### config.mk
export PLATFORM = sky130hd
export DESIGN_NAME = sp_bus_arb_flat
export DESIGN_NICKNAME = d
export VERILOG_FILES = /design/src/rtl/sp_bus_arb_pkg.sv /design/src/rtl/sp_bus_arb_if.sv /design/src/rtl/sp_bus_arb.sv /design/src/flat_wrapper.sv
export SDC_FILE = /design/constraint.sdc
export NUM_CORES = 1
export LEC_CHECK = 0
export BUFFER_PORTS_ARGS = -buffer_cell sky130_fd_sc_hd__clkbuf_2
export CORE_ASPECT_RATIO = 1.2
export CORE_MARGIN = 2
export CORE_UTILIZATION = 30
export CTS_CLUSTER_DIAMETER = 60
export DETAILED_ROUTE_END_ITERATION = 6
export GPL_ROUTABILITY_DRIVEN = 0
export PLACE_DENSITY = 0.68
export SLEW_MARGIN = 40
export SYNTH_ARGS = -nofsm -noshare
export SYNTH_HDL_FRONTEND = slang
export SYNTH_SLANG_ARGS = --single-unit
### constraint.sdc
create_clock -name clk -period 2.6 [get_ports clk]
set_clock_uncertainty 0.05 [all_clocks]
set_input_delay 0.52 -clock clk [delete_from_list [all_inputs] [get_ports clk]]
set_output_delay 0.52 -clock clk [all_outputs]
set_load 0.01 [all_outputs]
### src/rtl/sp_bus_arb_pkg.sv
// Shared definitions for the two-master console-bus arbiter.
package sp_bus_arb_pkg;

    // Arbiter ownership states.
    typedef enum logic [1:0] {
        IDLE = 2'd0,
        OWN0 = 2'd1,
        OWN1 = 2'd2
    } arb_state_e;

    // Read data returned to a master whose strobe was terminated by timeout.
    localparam logic [0:7] TIMEOUT_DATA = 8'hff;

endpackage

### src/rtl/sp_bus_arb_if.sv
// Bus bundle for sp_bus_arb: two Wishbone masters and one shared 8-bit slave.
// The "slave" modport is the arbiter's view (it is the slave of both masters);
// the "master" modport is the environment driving requests and slave replies.
interface sp_bus_arb_if;

    logic [0:23] m0_adr_i, m1_adr_i;
    logic [0:7]  m0_dat_i, m1_dat_i;
    logic [0:7]  m0_dat_o, m1_dat_o;
    logic        m0_we_i,  m1_we_i;
    logic        m0_stb_i, m1_stb_i;
    logic        m0_cyc_i, m1_cyc_i;
    logic [0:0]  m0_sel_i, m1_sel_i;
    logic        m0_ack_o, m1_ack_o;

    logic [0:23] s_adr_o;
    logic [0:7]  s_dat_o;
    logic        s_we_o;
    logic [0:0]  s_sel_o;
    logic        s_stb_o;
    logic        s_cyc_o;
    logic [0:7]  s_dat_i;
    logic        s_ack_i;

    modport slave (
        input  m0_adr_i, m0_dat_i, m0_we_i, m0_stb_i, m0_cyc_i, m0_sel_i,
        input  m1_adr_i, m1_dat_i, m1_we_i, m1_stb_i, m1_cyc_i, m1_sel_i,
        output m0_dat_o, m0_ack_o, m1_dat_o, m1_ack_o,
        output s_adr_o, s_dat_o, s_we_o, s_sel_o, s_stb_o, s_cyc_o,
        input  s_dat_i, s_ack_i
    );

    modport master (
        output m0_adr_i, m0_dat_i, m0_we_i, m0_stb_i, m0_cyc_i, m0_sel_i,
        output m1_adr_i, m1_dat_i, m1_we_i, m1_stb_i, m1_cyc_i, m1_sel_i,
        input  m0_dat_o, m0_ack_o, m1_dat_o, m1_ack_o,
        input  s_adr_o, s_dat_o, s_we_o, s_sel_o, s_stb_o, s_cyc_o,
        output s_dat_i, s_ack_i
    );

endinterface

### src/rtl/sp_bus_arb.sv
// Two-master round-robin arbiter for the 8-bit console bus. Ownership is held
// for the whole cyc window so multi-byte sequences are never split, and a
// stalled strobe is terminated after TIMEOUT cycles with a fake 0xff read.
module sp_bus_arb
    import sp_bus_arb_pkg::*;
#(
    parameter int unsigned TIMEOUT = 255
) (
    input  logic          clk,
    input  logic          reset,
    sp_bus_arb_if.slave   bus,
    output logic          timeout_o
);

    localparam logic [7:0] TO_LIM = 8'(TIMEOUT);

    arb_state_e  state, state_nxt;
    logic        last_grant, last_grant_nxt;
    logic [7:0]  stall_cnt;

    // Signals of whichever master currently owns the bus (all 0 in IDLE).
    logic [0:23] own_adr;
    logic [0:7]  own_dat;
    logic        own_we;
    logic [0:0]  own_sel;
    logic        own_stb;
    logic        own_cyc;
    logic        to_fire;

    // Next-state: round-robin grant from IDLE, hold while owner keeps cyc.
    always_comb begin
        state_nxt      = state;
        last_grant_nxt = last_grant;
        case (state)
            IDLE: begin
                if (bus.m0_cyc_i && (!bus.m1_cyc_i || last_grant)) begin
                    state_nxt      = OWN0;
                    last_grant_nxt = 1'b0;
                end else if (bus.m1_cyc_i) begin
                    state_nxt      = OWN1;
                    last_grant_nxt = 1'b1;
                end
            end
            OWN0:    if (!bus.m0_cyc_i) state_nxt = IDLE;
            OWN1:    if (!bus.m1_cyc_i) state_nxt = IDLE;
            default: state_nxt = IDLE;
        endcase
    end

    // Select the owning master's request signals.
    always_comb begin
        own_adr = '0;
        own_dat = '0;
        own_we  = 1'b0;
        own_sel = '0;
        own_stb = 1'b0;
        own_cyc = 1'b0;
        case (state)
            OWN0: begin
                own_adr = bus.m0_adr_i;
                own_dat = bus.m0_dat_i;
                own_we  = bus.m0_we_i;
                own_sel = bus.m0_sel_i;
                own_stb = bus.m0_stb_i;
                own_cyc = bus.m0_cyc_i;
            end
            OWN1: begin
                own_adr = bus.m1_adr_i;
                own_dat = bus.m1_dat_i;
                own_we  = bus.m1_we_i;
                own_sel = bus.m1_sel_i;
                own_stb = bus.m1_stb_i;
                own_cyc = bus.m1_cyc_i;
            end
            default: ;
        endcase
    end

    // A real ack in the limit cycle wins over the timeout.
    assign to_fire = (state != IDLE) && own_stb && (stall_cnt == TO_LIM) && !bus.s_ack_i;

    // Drive the slave side and route ack/data back to the owner only.
    always_comb begin
        bus.s_adr_o  = own_adr;
        bus.s_dat_o  = own_dat;
        bus.s_we_o   = own_we;
        bus.s_sel_o  = own_sel;
        bus.s_stb_o  = own_stb && !to_fire;
        bus.s_cyc_o  = own_cyc;
        bus.m0_ack_o = 1'b0;
        bus.m0_dat_o = '0;
        bus.m1_ack_o = 1'b0;
        bus.m1_dat_o = '0;
        if (state == OWN0) begin
            bus.m0_ack_o = bus.s_ack_i || to_fire;
            bus.m0_dat_o = to_fire ? TIMEOUT_DATA : bus.s_dat_i;
        end else if (state == OWN1) begin
            bus.m1_ack_o = bus.s_ack_i || to_fire;
            bus.m1_dat_o = to_fire ? TIMEOUT_DATA : bus.s_dat_i;
        end
    end

    // State, grant history, stall counter and sticky timeout flag.
    always_ff @(posedge clk) begin
        if (reset) begin
            state      <= IDLE;
            last_grant <= 1'b1;
            stall_cnt  <= '0;
            timeout_o  <= 1'b0;
        end else begin
            state      <= state_nxt;
            last_grant <= last_grant_nxt;
            // Counter is held at 0 in IDLE, so every fresh grant starts clean.
            if (state == IDLE || bus.s_ack_i || to_fire)
                stall_cnt <= '0;
            else if (bus.s_stb_o)
                stall_cnt <= stall_cnt + 8'd1;
            if (to_fire)
                timeout_o <= 1'b1;
        end
    end

endmodule

### src/flat_wrapper.sv
// flat-port wrapper written by rule: the top's interface ports become plain ports
module sp_bus_arb_flat import sp_bus_arb_pkg::*;
#(
    parameter int unsigned TIMEOUT = 255
)
  (clk, reset, timeout_o, bus_m0_adr_i, bus_m0_dat_i, bus_m0_we_i, bus_m0_stb_i, bus_m0_cyc_i, bus_m0_sel_i, bus_m1_adr_i, bus_m1_dat_i, bus_m1_we_i, bus_m1_stb_i, bus_m1_cyc_i, bus_m1_sel_i, bus_m0_dat_o, bus_m0_ack_o, bus_m1_dat_o, bus_m1_ack_o, bus_s_adr_o, bus_s_dat_o, bus_s_we_o, bus_s_sel_o, bus_s_stb_o, bus_s_cyc_o, bus_s_dat_i, bus_s_ack_i);
  sp_bus_arb_if bus_i ();
  input  logic clk;
  input  logic reset;
  output logic timeout_o;
  input wire logic [$bits(bus_i.m0_adr_i)-1:0] bus_m0_adr_i;
  input wire logic [$bits(bus_i.m0_dat_i)-1:0] bus_m0_dat_i;
  input wire logic [$bits(bus_i.m0_we_i)-1:0] bus_m0_we_i;
  input wire logic [$bits(bus_i.m0_stb_i)-1:0] bus_m0_stb_i;
  input wire logic [$bits(bus_i.m0_cyc_i)-1:0] bus_m0_cyc_i;
  input wire logic [$bits(bus_i.m0_sel_i)-1:0] bus_m0_sel_i;
  input wire logic [$bits(bus_i.m1_adr_i)-1:0] bus_m1_adr_i;
  input wire logic [$bits(bus_i.m1_dat_i)-1:0] bus_m1_dat_i;
  input wire logic [$bits(bus_i.m1_we_i)-1:0] bus_m1_we_i;
  input wire logic [$bits(bus_i.m1_stb_i)-1:0] bus_m1_stb_i;
  input wire logic [$bits(bus_i.m1_cyc_i)-1:0] bus_m1_cyc_i;
  input wire logic [$bits(bus_i.m1_sel_i)-1:0] bus_m1_sel_i;
  output wire logic [$bits(bus_i.m0_dat_o)-1:0] bus_m0_dat_o;
  output wire logic [$bits(bus_i.m0_ack_o)-1:0] bus_m0_ack_o;
  output wire logic [$bits(bus_i.m1_dat_o)-1:0] bus_m1_dat_o;
  output wire logic [$bits(bus_i.m1_ack_o)-1:0] bus_m1_ack_o;
  output wire logic [$bits(bus_i.s_adr_o)-1:0] bus_s_adr_o;
  output wire logic [$bits(bus_i.s_dat_o)-1:0] bus_s_dat_o;
  output wire logic [$bits(bus_i.s_we_o)-1:0] bus_s_we_o;
  output wire logic [$bits(bus_i.s_sel_o)-1:0] bus_s_sel_o;
  output wire logic [$bits(bus_i.s_stb_o)-1:0] bus_s_stb_o;
  output wire logic [$bits(bus_i.s_cyc_o)-1:0] bus_s_cyc_o;
  input wire logic [$bits(bus_i.s_dat_i)-1:0] bus_s_dat_i;
  input wire logic [$bits(bus_i.s_ack_i)-1:0] bus_s_ack_i;
  assign bus_i.m0_adr_i = bus_m0_adr_i;
  assign bus_i.m0_dat_i = bus_m0_dat_i;
  assign bus_i.m0_we_i = bus_m0_we_i;
  assign bus_i.m0_stb_i = bus_m0_stb_i;
  assign bus_i.m0_cyc_i = bus_m0_cyc_i;
  assign bus_i.m0_sel_i = bus_m0_sel_i;
  assign bus_i.m1_adr_i = bus_m1_adr_i;
  assign bus_i.m1_dat_i = bus_m1_dat_i;
  assign bus_i.m1_we_i = bus_m1_we_i;
  assign bus_i.m1_stb_i = bus_m1_stb_i;
  assign bus_i.m1_cyc_i = bus_m1_cyc_i;
  assign bus_i.m1_sel_i = bus_m1_sel_i;
  assign bus_m0_dat_o = bus_i.m0_dat_o;
  assign bus_m0_ack_o = bus_i.m0_ack_o;
  assign bus_m1_dat_o = bus_i.m1_dat_o;
  assign bus_m1_ack_o = bus_i.m1_ack_o;
  assign bus_s_adr_o = bus_i.s_adr_o;
  assign bus_s_dat_o = bus_i.s_dat_o;
  assign bus_s_we_o = bus_i.s_we_o;
  assign bus_s_sel_o = bus_i.s_sel_o;
  assign bus_s_stb_o = bus_i.s_stb_o;
  assign bus_s_cyc_o = bus_i.s_cyc_o;
  assign bus_i.s_dat_i = bus_s_dat_i;
  assign bus_i.s_ack_i = bus_s_ack_i;
  sp_bus_arb #(.TIMEOUT(TIMEOUT)) u_core (.clk(clk), .reset(reset), .bus(bus_i), .timeout_o(timeout_o));
endmodule
==> impl_metrics.env <==
export IMPL_status="finished clean"
export IMPL_r2r_end="u_core.stall_cnt[4]"
export IMPL_post_synth_top_count_cell="nor2_1"
export IMPL_grt_usage_pct=19.2
export IMPL_crit_chain="nand4_2 -> nor4b_4 -> buf_4 -> a21oi_1 -> nor2b_1 -> clkbuf_2"
export IMPL_initial_core_util_pct=31.1
export IMPL_cpMaxStageDelayCell="dfxtp_1"
export IMPL_hold_start="u_core.state[1]"
export IMPL_ys_warn_count=0
export IMPL_num_rows=26
export IMPL_slew_viol_final=0
export IMPL_synth_top_cells_by_area="a22oi_1, dfxtp_1, nor2_1"
export IMPL_dieArea_um2=4930
export IMPL_drt_iter0_drc=131
export IMPL_num_vias=1913
export IMPL_maxCapViolCount=0
export IMPL_worst_path_buf_inv=2
export IMPL_path_clk_slew_ns=0.05
export IMPL_cp_start_kind="register"
export IMPL_critical_path_class="reg -> out"
export IMPL_synth_top_area_share_pct=20.0
export IMPL_slowest_delay_ns=0.44
export IMPL_drc_errors=0
export IMPL_grt_pass1_wl_um=7850
export IMPL_critPathMaxFanout=6
export IMPL_io_pins=138
export IMPL_critical_path_top_delay_family="simple AND/OR/NAND/NOR gates"
export IMPL_finalPower_uw=757
export IMPL_hpwl_um=3870
export IMPL_cp_end_kind="primary output"
export IMPL_wl_per_cell_um=13.2
export IMPL_hold_class="reg -> reg"
export IMPL_die_h_um=76.5
export IMPL_avgViaCountPerCell=5.06
export IMPL_multi_input_area_um2=1010
export IMPL_min_period_ns=2.47
export IMPL_final_setup_viol_count=0
export IMPL_rsz0062_at_grt="no"
export IMPL_cts_tree="done"
export IMPL_instances_no_fill=378
export IMPL_max_freq_ghz=0.405
export IMPL_hold_depth=2
export IMPL_ir_drop_v=0.000329
export IMPL_critPathArrivalTime_ns=1.90
export IMPL_nNetsFinal=411
export IMPL_clockBufferDepth=2
export IMPL_antennaDiodeCount=0
export IMPL_wirelength_um=5010
export IMPL_cts_max_level=1
export IMPL_period_share_pct=94.9
export IMPL_synthArstFlopShare_pct=0
export IMPL_ys_dominant_reg_cell="dfxtp_1"
export IMPL_ff_latch_area_um2=245
export IMPL_cts_root_buf="clkbuf_8"
export IMPL_worstPathRequired_ns=2.03
export IMPL_powerDensity_nw_per_um2=356
export IMPL_slew_headroom_pct=70.7
export IMPL_ys_ff_latch=12
export IMPL_grt_max_degree=46
export IMPL_reg2reg_slack_ns=0.84
export IMPL_numPortBuffers=137
export IMPL_max_slew_worst_pin_slew_ns=0.438
export IMPL_reg2reg_from="u_core.state[0]"
export IMPL_synthDistinctLibCells=37
export IMPL_fillCellCount=440
export IMPL_min_to="u_core.state[1]"
export IMPL_synth_edf_count=0
export IMPL_p_leak_nw=1.06
export IMPL_clock_sinks=12
export IMPL_fin_ws_ns=0.132
export IMPL_synth_cells_most_frequent="nor2_1, a22oi_1, a21oi_1, dfxtp_1, nor2b_1"
export IMPL_finish_instance_area_um2=2130
export IMPL_core_um2=4230
export IMPL_drive_above_1_share_pct=51.6
export IMPL_ys_seq_area_share_pct=18.3
export IMPL_fin_tns_setup_ns=0
export IMPL_dpl_worst_slack_ns=0.259
export IMPL_antenna_left=0
export IMPL_antenna_found_initial=0
export IMPL_cts_inserted_buffers=3
export IMPL_post_dp_cell_area_um2=2030
export IMPL_synthCells=190
export IMPL_dp_cells=373
export IMPL_avgSynthCellArea_um2=6.92
export IMPL_first_pass_iters=4
export IMPL_overflow=0
export IMPL_syn_to_final_growth_pct=61.7
export IMPL_clkLatencyLatePin_ns=0.25
export IMPL_hold_viol=0
export IMPL_die_x_um=64.4
export IMPL_syn_nets=277
export IMPL_grt_pass1_vias=1762
export IMPL_synth_area_um2=1320
export IMPL_synth_largest_area_cell="a22oi_1"
export IMPL_reg2reg_depth=5
what timing repair did:
item	in CTS	in global routing
setup endpoints to repair	0	17
buffers inserted	0	1
resized for setup	0	11
hold buffers	0	0
worst max path at each step:
stage	end	startpoint	cells after the start	slack, ns
after floorplan	bus_m0_dat_o[2]	u_core.state[0]	7	0.39
after global placement	bus_m0_dat_o[7]	u_core.stall_cnt[0]	7	0.36
after detailed placement	bus_m0_dat_o[2]	u_core.stall_cnt[0]	7	0.26
after CTS	bus_m0_dat_o[2]	u_core.stall_cnt[0]	7	0.001
after global routing	bus_m0_dat_o[2]	u_core.state[0]	8	0.01
final	bus_m0_dat_o[3]	u_core.stall_cnt[2]	6	0.13
cell families (layout without fill, tap and decap cells):
group,count (synthesis),count (layout),synth area share (%)
and+or+nand+nor,88,88,34.9
muxes,1,1,0.761
DFF,12,12,18.3
AOI/OAI and AO/OA,63,63,33.8
buffers and inverters,20,152,7.14
adders and majority gates,4,4,3.81
xor gates and xnor gates,2,2,1.33
per-stage QoR:
stage	util (%)	hold WS, ns
after floorplan	-	0.397
after global placement	48.1	0.418
after detailed placement	48.1	0.428
after CTS	49.1	0.438
after global routing	50.3	0.436
final	50.3	0.422
worst min-delay path, delay by kind of cell (launching register included):
kind	cells	cell delay, ns
DFF	1	0.33
and+or+nand+nor	1	0.05
AOI/OAI and AO/OA	1	0.05
cell type report:
class	count	share of cell area [%]
flip-flops and latches	12	11.5
clock buffers	3	1.94
repair buffers	144	34.9
inverters	5	0.883
well taps	56	3.30
multi-input cells	158	47.4
cell usage in the layout, fill, tap and decap left out, drive strengths merged:
cell	count
and3	1
a31oi	1
nand4	5
nor4	1
inv	5
and2	1
a22o	1
nand3	3
dfxtp	12
o21ai	2
ha	4
and4	1
nand2b	1
o2111ai	2
a22oi	35
o31ai	3
a21bo	1
nor2	51
or4	3
xor2	2
a21oi	18
or2	2
nor2b	9
clkbuf	140
nand2	7
nor4b	1
buf	7
mux2i	1
or3	2
metal layers:
layer,routed length (um),vias up,global-route usage (%)
li1,-,963,-
met1,1990,861,21.6
met2,2590,82,36.1
met3,345,7,3.10
met4,73,0,5.96
met5,0,-,0
where the power goes:
group	internal, mW	leakage, nW	total [mW]	switching, mW
Clock	0.102	0.0216	0.175	0.0728
Sequential	0.191	0.0990	0.196	0.00484
Combinational	0.162	0.939	0.386	0.224
Total	0.455	1.06	0.757	0.301
registers in the layout (all words and copies together) (netlist names):
name	count
u_core.stall_cnt	8
u_core.last_grant	1
u_core.state	2
u_core.timeout_o	1
Power figures use the tool's default switching activity.
